### config.mk
export PLATFORM = sky130hd
export DESIGN_NAME = uart_tx_fifo
export DESIGN_NICKNAME = d
export VERILOG_FILES = /design/src/rtl/uart_tx_fifo.sv
export SDC_FILE = /design/constraint.sdc
export NUM_CORES = 1
export LEC_CHECK = 0
export CAP_MARGIN = 20
export CORE_MARGIN = 1
export CORE_UTILIZATION = 55
export CTS_CLUSTER_SIZE = 28
export DETAILED_ROUTE_END_ITERATION = 10
export PLACE_DENSITY = 0.73
export SYNTH_ARGS = -nofsm -noshare
export SYNTH_HDL_FRONTEND = slang
export SYNTH_SLANG_ARGS = --single-unit
### constraint.sdc
create_clock -name clk -period 3.9 [get_ports clk]
set_clock_uncertainty 0.15 [all_clocks]
set_input_delay 0.39 -clock clk [delete_from_list [all_inputs] [get_ports clk]]
set_output_delay 0.39 -clock clk [all_outputs]
set_load 0.02 [all_outputs]
### src/rtl/uart_tx_fifo.sv
// Circular byte FIFO feeding a UART transmitter one byte at a time.
// Launches a byte with tx_start, then paces itself on the registered tx_busy handshake.
module uart_tx_fifo #(
    parameter int DEPTH  = 16,
    parameter int ADDR_W = $clog2(DEPTH)
) (
    input  logic              clk,
    input  logic              rst,
    input  logic              enable,
    input  logic              wr_en,
    input  logic [7:0]        wr_data,
    output logic              full,
    output logic              empty,
    output logic [ADDR_W:0]   count,
    output logic              overflow,
    output logic              tx_start,
    output logic [7:0]        tx_data,
    input  logic              tx_busy,
    output logic              byte_sent
);

    typedef enum logic [1:0] {
        S_IDLE  = 2'd0,
        S_START = 2'd1,
        S_WAIT  = 2'd2
    } state_t;

    localparam logic [ADDR_W:0]   FULL_CNT = (ADDR_W + 1)'(DEPTH);
    localparam logic [ADDR_W:0]   CNT_ONE  = (ADDR_W + 1)'(1);
    localparam logic [ADDR_W-1:0] PTR_ONE  = ADDR_W'(1);

    logic [7:0]        mem [DEPTH];
    logic [ADDR_W-1:0] wp_r;
    logic [ADDR_W-1:0] rp_r;
    logic              busy_q_r;
    state_t            state_r;
    state_t            state_s;
    logic              pop_s;
    logic              push_s;
    logic              drop_s;
    logic              done_s;

    assign full  = (count == FULL_CNT);
    assign empty = (count == {(ADDR_W + 1){1'b0}});

    // Next-state and handshake decode; a pop in the same cycle frees a slot for a write.
    always_comb begin
        state_s = state_r;
        pop_s   = 1'b0;
        done_s  = 1'b0;
        case (state_r)
            S_IDLE: begin
                if (enable && !empty) begin
                    pop_s   = 1'b1;
                    state_s = S_START;
                end else begin
                    state_s = S_IDLE;
                end
            end
            S_START: begin
                if (busy_q_r) begin
                    state_s = S_WAIT;
                end else begin
                    state_s = S_START;
                end
            end
            S_WAIT: begin
                if (!busy_q_r) begin
                    done_s  = 1'b1;
                    state_s = S_IDLE;
                end else begin
                    state_s = S_WAIT;
                end
            end
            default: begin
                state_s = S_IDLE;
            end
        endcase
        push_s = wr_en && (!full || pop_s);
        drop_s = wr_en && full && !pop_s;
    end

    // FSM state register.
    always_ff @(posedge clk or posedge rst) begin
        if (rst) begin
            state_r <= S_IDLE;
        end else begin
            state_r <= state_s;
        end
    end

    // Pointers, occupancy, launched byte and registered status pulses.
    always_ff @(posedge clk or posedge rst) begin
        if (rst) begin
            wp_r      <= {ADDR_W{1'b0}};
            rp_r      <= {ADDR_W{1'b0}};
            count     <= {(ADDR_W + 1){1'b0}};
            tx_data   <= 8'h00;
            busy_q_r  <= 1'b0;
            tx_start  <= 1'b0;
            byte_sent <= 1'b0;
            overflow  <= 1'b0;
        end else begin
            busy_q_r  <= tx_busy;
            tx_start  <= (state_s == S_START);
            byte_sent <= done_s;
            overflow  <= drop_s;
            if (push_s) begin
                wp_r <= wp_r + PTR_ONE;
            end
            if (pop_s) begin
                tx_data <= mem[rp_r];
                rp_r    <= rp_r + PTR_ONE;
            end
            case ({push_s, pop_s})
                2'b10:   count <= count + CNT_ONE;
                2'b01:   count <= count - CNT_ONE;
                default: count <= count;
            endcase
        end
    end

    // Storage array; contents need no reset since occupancy gates every read.
    always_ff @(posedge clk) begin
        if (push_s) begin
            mem[wp_r] <= wr_data;
        end
    end

endmodule

==> run metrics, run 1 <==
Worst R2R Setup Slack 1.06 ns; # setup viols final 0; clk sinks ~160; Final min period 3.10 ns; worst slew pin tran around 0.89 ns; top cells by count, synth edfxtp_1 (128), mux4_2 (32), dfrtp_1 (27); # H-tree levels 4; ANT nets after route 0; # placed instances ~500; crit path from count[1]; asr flop ratio synth 0.174; reg2reg path depth 7; post-detail-place hpwl roughly 7.2 mm; final wirelength 11.8 mm; Worst R2R End count[2]; Yosys top cell by area edfxtp_1; Synth cell types 43; worst hold path type in2async; drt drc 0; number of max-cap violations 0; commonest register cell after synthesis edfxtp_1; Max Root-Sink Buffers 2; number of synthesized flops with an enable pin 128; grt ovf 0; Critical Path Sink full; Post-CTS Setup Repair Bufs 0; via count 3147; die area 11700 µm²; Synth Area per Inst 18.6 µm²; Num CTS Buffers 17; P&R area growth vs syn 16.8%; Pwr Density 756 nW/µm²; post-synthesis cell count 333; initial DRC count around 270; post-cts sizing count 0; Finished Layout Cells 523; run status completed; vias in the first global route ~3.2k; Core Util, Final 0.662; initial antenna violation count 0; Leak around 0.0024 µW; TritonCTS clock tree done; Yosys top cell area share 0.620; pin count of the biggest net entering global routing 28; Peak VDD IR 0.000418 V; initial core utilization 0.567; Worst-path clk slew 0.06 ns; core area between 10000 and 15000 µm²; Syn. warnings 0; top cells by area, synth edfxtp_1 (62%), mux4_2 (12%), dfrtp_1 (11%); Slew headroom 0.410; Peak Freq 0.323 GHz; worst-skew pair later-pin latency 0.41 ns; Total Power 5480 µW; IO Count 31; Setup CP Type reg2out; CP arrival 2.56 ns; clk root buf clkbuf_16; cts hold-fix bufs 0; number of port buffers 30; most frequent cell after synthesis edfxtp_1; RePlAce Congestion 0.865; Die Ht about 110 µm; fin. max-slew vios 0; crit start category flip-flop; Max Fanout on Critical Path 10; Post-layout nets 389; CP Capture Type output pin; final setup TNS 0 ns; Seq cells post-synth 155; diode count 0; Fin. Hold Viols 0; RSZ-0062 raised after global routing no; First-pass DRT Iterations 5; Cell Rows 38; # fillers 734; DR vias/cell 6.02; first-pass GRT wire length between 15 and 20 mm; origin of the critical flop-to-flop path count[1]; Worst Path Required 3.36 ns; Avg WL per Cell 22.6 µm; chip width 108 µm; gr usage total 0.227; layout cell share with drive strength beyond 1 0.214; Synth Net Count between 300 and 400; sequential area share after synthesis 0.729; Tcrit/Tclk final 0.794; synthesized cell area roughly 6200 µm²
==> registers in the layout (all words and copies together), names as in the netlist <==
register,count
overflow,1
tx_data,8
mem,128
byte_sent,1
state_r,2
wp_r,4
rp_r,4
busy_q_r,1
count,5
tx_start,1
==> stage by stage <==
step	cell area, µm²	worst slack (ns)	hold slack [ns]
2_1_floorplan	6200	1.37	0.271
6_report	7240	0.804	0.0771
3_5_place_dp	6630	0.683	0.312
3_3_place_gp	6630	0.763	0.308
5_1_grt	7240	0.700	0.0907
4_1_cts	7220	0.813	0.253
==> per-layer routing <==
layer | routed length [µm] | GRT usage | share of wire
met3 | 525 | 0.0585 | 0.044
met2 | 6000 | 0.364 | 0.51
met1 | 5090 | 0.302 | 0.43
met5 | 0 | 0 | 0
met4 | 210 | 0.0832 | 0.018
==> worst max-delay path, stage by stage (launching register included) <==
cell and delay (ns):
dfrtp_1 0.49, nor4_1 0.72, nand2_1 0.24, inv_1 0.09, clkdlybuf4s50_1 0.60
==> cells by family (layout without fill, tap and decap cells) <==
logic type      Yosys count  after routing  share of synthesized area
fa+ha+maj                 6              6                     0.0121
compound gates           42             42                     0.0422
flops                   155            155                      0.729
mux                      41             41                      0.133
buf+inv                  28             78                     0.0210
xor+xnor                 10             10                     0.0141
simple gates             51             51                     0.0496
==> how the worst min path moves through the flow <==
stage | endpoint | slack [ns] | cells after the start
2_1_floorplan | busy_q_r | 0.27 | 0
3_3_place_gp | byte_sent | 0.31 | 1
3_5_place_dp | byte_sent | 0.31 | 1
4_1_cts | busy_q_r | 0.25 | 1
5_1_grt | tx_start | 0.09 | 2
6_report | byte_sent | 0.08 | 2
==> power by group <==
group / switching (µW) / leakage (µW) / internal [µW] / total (µW)
clock network: 605 / 0.000282 / 1020 / 1630
logic: 713 / 0.000679 / 770 / 1480
registers: 302 / 0.00147 / 2070 / 2370
==> cells in the final DEF, fill, tap and decap left out, drive strengths merged, types with 2 or more instances in the layout <==
master         Yosys  final
xnor2              8      8
ha                 6      6
edfxtp           128    128
mux2               9      9
o21ai              5      5
bufinv             0      3
nand4              4      4
clkinv             0      4
and2              13     13
a21oi             11     11
nor3b              2      2
nand2b             3      3
o22ai             17     17
buf               12      5
nand2             10     10
nor4               2      2
a31oi              2      2
clkbuf             5     24
mux4              32     32
clkdlybuf4s50      0     30
dfrtp             27     27
inv               11     11
or4                2      2
nor2               7      7
xor2               2      2
==> cell type report <==
| cell class | count | area (µm²) | area share |
|---|---|---|---|
| sequential | 155 | 4520 | 0.624 |
| multi-input combinational | 150 | 1550 | 0.215 |
| clock buffer | 24 | 462 | 0.0637 |
| timing repair buffer | 35 | 370 | 0.0511 |
| clock inverter | 8 | 121 | 0.0168 |
| inverter | 11 | 41.3 | 0.00570 |
| tap | 140 | 175 | 0.0242 |
No activity file was read; power rests on OpenSTA's default activity.
==> run 2, diff against run 1 <==
--- a/config.mk
+++ b/config.mk
@@ -7,10 +7,10 @@
 export LEC_CHECK = 0
 export CAP_MARGIN = 20
 export CORE_MARGIN = 1
-export CORE_UTILIZATION = 55
+export CORE_UTILIZATION = 54
 export CTS_CLUSTER_SIZE = 28
 export DETAILED_ROUTE_END_ITERATION = 10
-export PLACE_DENSITY = 0.73
+export PLACE_DENSITY = 0.75
 export SYNTH_ARGS = -nofsm -noshare
 export SYNTH_HDL_FRONTEND = slang
 export SYNTH_SLANG_ARGS = --single-unit
==> constraint.sdc (replaced) <==
create_clock -name clk -period 2.8 [get_ports clk]
set_clock_uncertainty 0.15 [all_clocks]
set_input_delay 0.28 -clock clk [delete_from_list [all_inputs] [get_ports clk]]
set_output_delay 0.28 -clock clk [all_outputs]
set_load 0.02 [all_outputs]
==> run metrics, run 2 (synthesis gave the netlist of run 1 again) <==
Die Ht 109 µm (was 108 µm); vias in the first global route 3368 (was 3218); run status completed (unchanged); core area 11000 µm² (was 10900 µm²); chip width 109 µm (was 108 µm); Peak VDD IR 0.000583 V (was 0.000418 V); # setup viols final 0 (unchanged); Placed Area 6820 µm² (was 6630 µm²); Slew headroom 0.436 (was 0.410); Largest Register mem (unchanged); number of port buffers 30 (unchanged); Tcrit/Tclk final 0.944; Final min period 2.64 ns; TritonCTS clock tree done (unchanged); gr usage total 0.231 (was 0.227); biggest registers after layout mem x128, tx_data x8, count x5 (unchanged); Worst R2R End count[4] (was count[2]); final setup TNS 0 ns (unchanged); final hold slack 0.166 ns (was 0.0771 ns); commonest non-fill, non-tap cell in the layout edfxtp_1 (unchanged); IO Count 31 (unchanged); worst slew pin tran 0.843 ns (was 0.885 ns); clk sinks 155 (unchanged); most frequent cells in the layout edfxtp_1 (128), mux4_2 (32), clkdlybuf4s50_1 (29) (was edfxtp_1 (128), mux4_2 (32), clkdlybuf4s50_1 (30)); P&R area growth vs syn 19.5% (was 16.8%); fin. max-slew vios 0 (unchanged); First-pass DRT Iterations 4 (was 5); reg2reg path depth 8 (was 7); Core Util, Final 0.672 (was 0.662); Worst R2R Setup Slack 0.19 ns (was 1.06 ns); max FFs per register 128 (unchanged); Finished Cell Area 7410 µm² (was 7240 µm²); clk root buf clkbuf_16 (unchanged); Post-layout nets 413 (was 389); CP arrival 2.21 ns (was 2.56 ns); worst-skew pair later-pin latency 0.42 ns (was 0.41 ns); Worst-path clk slew 0.06 ns (about the same); drt drc 0 (unchanged); Pwr Density 1050 nW/µm² (was 756 nW/µm²); Setup CP Type reg2out (unchanged); origin of the critical flop-to-flop path state_r[1] (was count[1]); CP Capture Type output pin (unchanged); final wirelength 12.2 mm (was 11.8 mm); RSZ-0062 raised after global routing no (unchanged); Total Power 7790 µW (was 5480 µW); Leak 0.00255 µW (was 0.00244 µW); initial DRC count 264 (was 266); Peak Freq 0.378 GHz; Max Fanout on Critical Path 9 (was 10); Fin. Hold Viols 0 (unchanged); initial core utilization 0.562 (was 0.567); pin count of the biggest net entering global routing 21 (was 28); Worst Path Required 2.37 ns (was 3.36 ns); cts hold-fix bufs 0 (unchanged); die area 11900 µm² (was 11700 µm²); Num CTS Buffers 17 (unchanged); Avg WL per Cell 22.3 µm (was 22.6 µm); post-detail-place hpwl 7.61 mm (was 7.21 mm); RePlAce Congestion 0.900 (was 0.865); grt ovf 0 (unchanged); layout cell share with drive strength beyond 1 0.266 (was 0.214); Cell Rows 38 (unchanged); Max Root-Sink Buffers 2 (unchanged); DR vias/cell 5.89 (was 6.02); crit start category flip-flop (unchanged); # H-tree levels 4 (unchanged); first-pass GRT wire length 19.0 mm (was 18.3 mm); diode count 0 (unchanged); via count 3216 (was 3147); initial antenna violation count 0 (unchanged); ANT nets after route 0 (unchanged); number of max-cap violations 0 (unchanged); worst hold path type in2async (unchanged)
==> run 2: worst max path at each step <==
stage / from / endpoint / slack (ns) / depth (start not counted)
3_5_place_dp: enable / count[4] / -0.07 / 9
6_report: count[1] / full / 0.16 / 6
3_3_place_gp: enable / count[4] / -0.02 / 9
5_1_grt: count[1] / full / 0.02 / 6
4_1_cts: count[0] / empty / 0.008 / 4
2_1_floorplan: count[1] / count[2] / 0.27 / 8
==> run 2: area by class of cell <==
cell class              instances  area [µm²]
clock buffers                  19         433
well taps                     140         175
flip-flops and latches        155        4520
clock inverters                12         150
inverters                      11        41.3
repair buffers                 59         533
fillers                       748        3620
multi-input cells             150        1560
==> run 2: per-layer routing <==
| metal | vias up | share of wire | GRT usage |
|---|---|---|---|
| met1 | 1641 | 0.42 | 0.303 |
| li1 | 1452 | - | - |
| met2 | 114 | 0.51 | 0.376 |
| met4 | 0 | 0.010 | 0.0895 |
| met5 | - | 0 | 0 |
| met3 | 9 | 0.056 | 0.0580 |
==> run 2: timing repair <==
action                                  in CTS  in global routing
setup buffers                                0                  0
resized for setup                            0                  2
hold endpoints to repair                     0                  0
endpoints found under the setup margin       0                  2
==> run 2: stage by stage <==
step                      setup slack (ns)  instances
after detailed placement           -0.0695        515
after global routing                0.0164        546
final                                0.157        546
after floorplan                      0.273        333
after global placement             -0.0224        515
after CTS                          0.00757        546
==> run 2: critical path: stages (launching register included) <==
cell	delay, ns
dfrtp_1	0.38
buf_4	0.17
nor4_2	0.30
buf_4	0.18
nand2_1	0.11
inv_1	0.07
clkdlybuf4s50_1	0.59
==> run 2: power by group <==
part           switching [µW]  internal, µW  total, µW
registers                 308          2880       3190
logic                    1150          1200       2350
clock network             870          1390       2260
total                    2330          5460       7790
==> run 3, diff against run 2 <==
--- a/config.mk
+++ b/config.mk
@@ -8,6 +8,7 @@
 export CAP_MARGIN = 20
 export CORE_MARGIN = 1
 export CORE_UTILIZATION = 54
+export CTS_BUF_LIST = sky130_fd_sc_hd__clkbuf_8 sky130_fd_sc_hd__clkbuf_16
 export CTS_CLUSTER_SIZE = 28
 export DETAILED_ROUTE_END_ITERATION = 10
 export PLACE_DENSITY = 0.75
==> run metrics, run 3 (synthesis gave the netlist of run 1 again) <==
reg2reg path depth 8 (unchanged); Slew headroom 0.437 (was 0.436); Clk pwr share 0.290 (about the same); Cells on Worst Hold Path 1; Leak 0.00256 µW (was 0.00255 µW); Max Fanout on Critical Path 9 (unchanged); Tcrit/Tclk final 0.943 (was 0.944); cts hold-fix bufs 0 (unchanged); post-place setup slack -0.0695 ns (unchanged); Largest Register mem (unchanged); gr usage total 0.231 (unchanged); clk root buf clkbuf_16 (unchanged); Num CTS Buffers 17 (unchanged); number of max-cap violations 0 (unchanged); number of port buffers 30 (unchanged); Power Internal 5460 µW (about the same); # placed instances 515 (unchanged); drt drc 0 (unchanged); Final WS setup 0.158 ns (was 0.157 ns); critical path's slowest cell clkdlybuf4s50_1 (unchanged); final hold slack 0.165 ns (was 0.166 ns); Avg WL per Cell 22.4 µm (was 22.3 µm); Final min period 2.64 ns (about the same); largest delay contributor family on the critical path buffers and inverters (unchanged); fin. max-slew vios 0 (unchanged); max FFs per register 128 (unchanged); Peak VDD IR 0.000583 V (about the same); initial core utilization 0.562 (unchanged); slowest stage delay, CP 0.59 ns (about the same); most frequent cells in the layout edfxtp_1 (128), mux4_2 (32), clkdlybuf4s50_1 (29) (unchanged); ANT nets after route 0 (unchanged); Setup CP Type reg2out (unchanged); # H-tree levels 4 (unchanged); layout cell share with drive strength beyond 1 0.266 (unchanged); DR vias/cell 5.91 (was 5.89); CP arrival 2.21 ns (about the same); Fin. Hold Viols 0 (unchanged); Die Ht 109 µm (unchanged); P&R area growth vs syn 19.5% (unchanged); # setup viols final 0 (unchanged); Seq pwr share 0.409 (about the same); Pwr Density 1050 nW/µm² (about the same); Cell Rows 38 (unchanged); TritonCTS clock tree done (unchanged); pin count of the biggest net entering global routing 21 (unchanged); Post-layout nets 413 (unchanged); Max Root-Sink Buffers 2 (unchanged); Crit path top cell by count buf_4 (unchanged); diode count 0 (unchanged); Worst Path Required 2.37 ns (about the same); IO Count 31 (unchanged); critical path, cell by cell buf_4, nor4_2, buf_4, nand2_1, inv_1, clkdlybuf4s50_1 (unchanged); die area 11900 µm² (unchanged); run status completed (unchanged); Peak Freq 0.379 GHz (was 0.378 GHz); worst slew pin tran 0.842 ns (was 0.843 ns); Worst path depth 6 (unchanged); Psw 2330 µW (about the same); crit start category flip-flop (unchanged); RSZ-0062 raised after global routing no (unchanged); Core Util, Final 0.672 (unchanged); worst-skew pair later-pin latency 0.42 ns (about the same); Finished Layout Cells 546 (unchanged); post-detail-place hpwl 7.61 mm (unchanged); via count 3226 (was 3216); Post-CTS Setup Repair Bufs 0 (unchanged); final wirelength 12.2 mm (about the same); Critical path buffers and inverters 4 (unchanged); First-pass DRT Iterations 4 (unchanged); RePlAce Congestion 0.900 (unchanged); initial DRC count 269 (was 264); combinational share of power 0.301 (about the same); core area 11000 µm² (unchanged); initial antenna violation count 0 (unchanged); worst hold path type in2reg (was in2async); # fillers 748 (unchanged); Worst-path clk slew 0.06 ns (about the same); chip width 109 µm (unchanged); Switching Share 0.299 (about the same); commonest non-fill, non-tap cell in the layout edfxtp_1 (unchanged); first-pass GRT wire length 19.0 mm (unchanged); clk sinks 155 (unchanged); biggest registers after layout mem x128, tx_data x8, count x5 (unchanged); vias in the first global route 3368 (unchanged); grt ovf 0 (unchanged); CP Capture Type output pin (unchanged)
## run 3: repair_timing
item                                   CTS  global route
endpoints found under the hold margin    0             0
setup endpoints to repair                0             2
gates resized for setup                  0             2
## run 3: path summary, 6_finish.rpt
path                            startpoint   endpoint  slack (ns)
worst max register to register  state_r[1]   count[4]        0.19
worst min-delay path               tx_busy   busy_q_r        0.16
worst max-delay path              count[1]       full        0.16
max in group asynchronous              rst   count[4]        1.70
worst min register to register    busy_q_r  byte_sent        0.32
min in group asynchronous              rst   tx_start        0.17
## run 3: worst register-to-register path, stage by stage (launching register included)
cell	delay, ns
dfrtp_1	0.43
or4b_2	0.71
a21oi_1	0.22
xor2_1	0.10
ha_1	0.23
nor4b_1	0.35
nand2_1	0.10
a21oi_1	0.16
a31oi_1	0.05
## run 3: final cells by class
class,instances,area [µm²],area share
Multi-Input combinational cell,150,1560,0.210
Tap cell,140,175,0.0236
Sequential cell,155,4520,0.610
Clock buffer,17,425,0.0574
Inverter,11,41.3,0.00557
Timing Repair Buffer,59,533,0.0719
Clock inverter,14,158,0.0213
## run 3: routing by layer
layer  track usage  wire, µm  up-vias
li1              -         -     1451
met1         0.303      5150     1650
met2         0.376      6190      115
met3        0.0580       751       10
met4        0.0895       112        0
met5             0         0        -
## run 3: metrics by stage
stage	instance area [µm²]	total power, µW	setup TNS (ns)
after floorplan	6200	4710	0
after global placement	6820	5500	-0.0224
after detailed placement	6820	5560	-0.184
after CTS	7400	7840	0
after global routing	7410	8150	0
final	7410	7790	0
## run 3: power by group through the flow
stage	clock network [µW]	logic (µW)	registers, µW
floorplan	0	1510	3200
global placement	0	2300	3200
detailed placement	0	2330	3220
CTS	2290	2360	3190
global route	2370	2540	3230
finish	2250	2350	3190
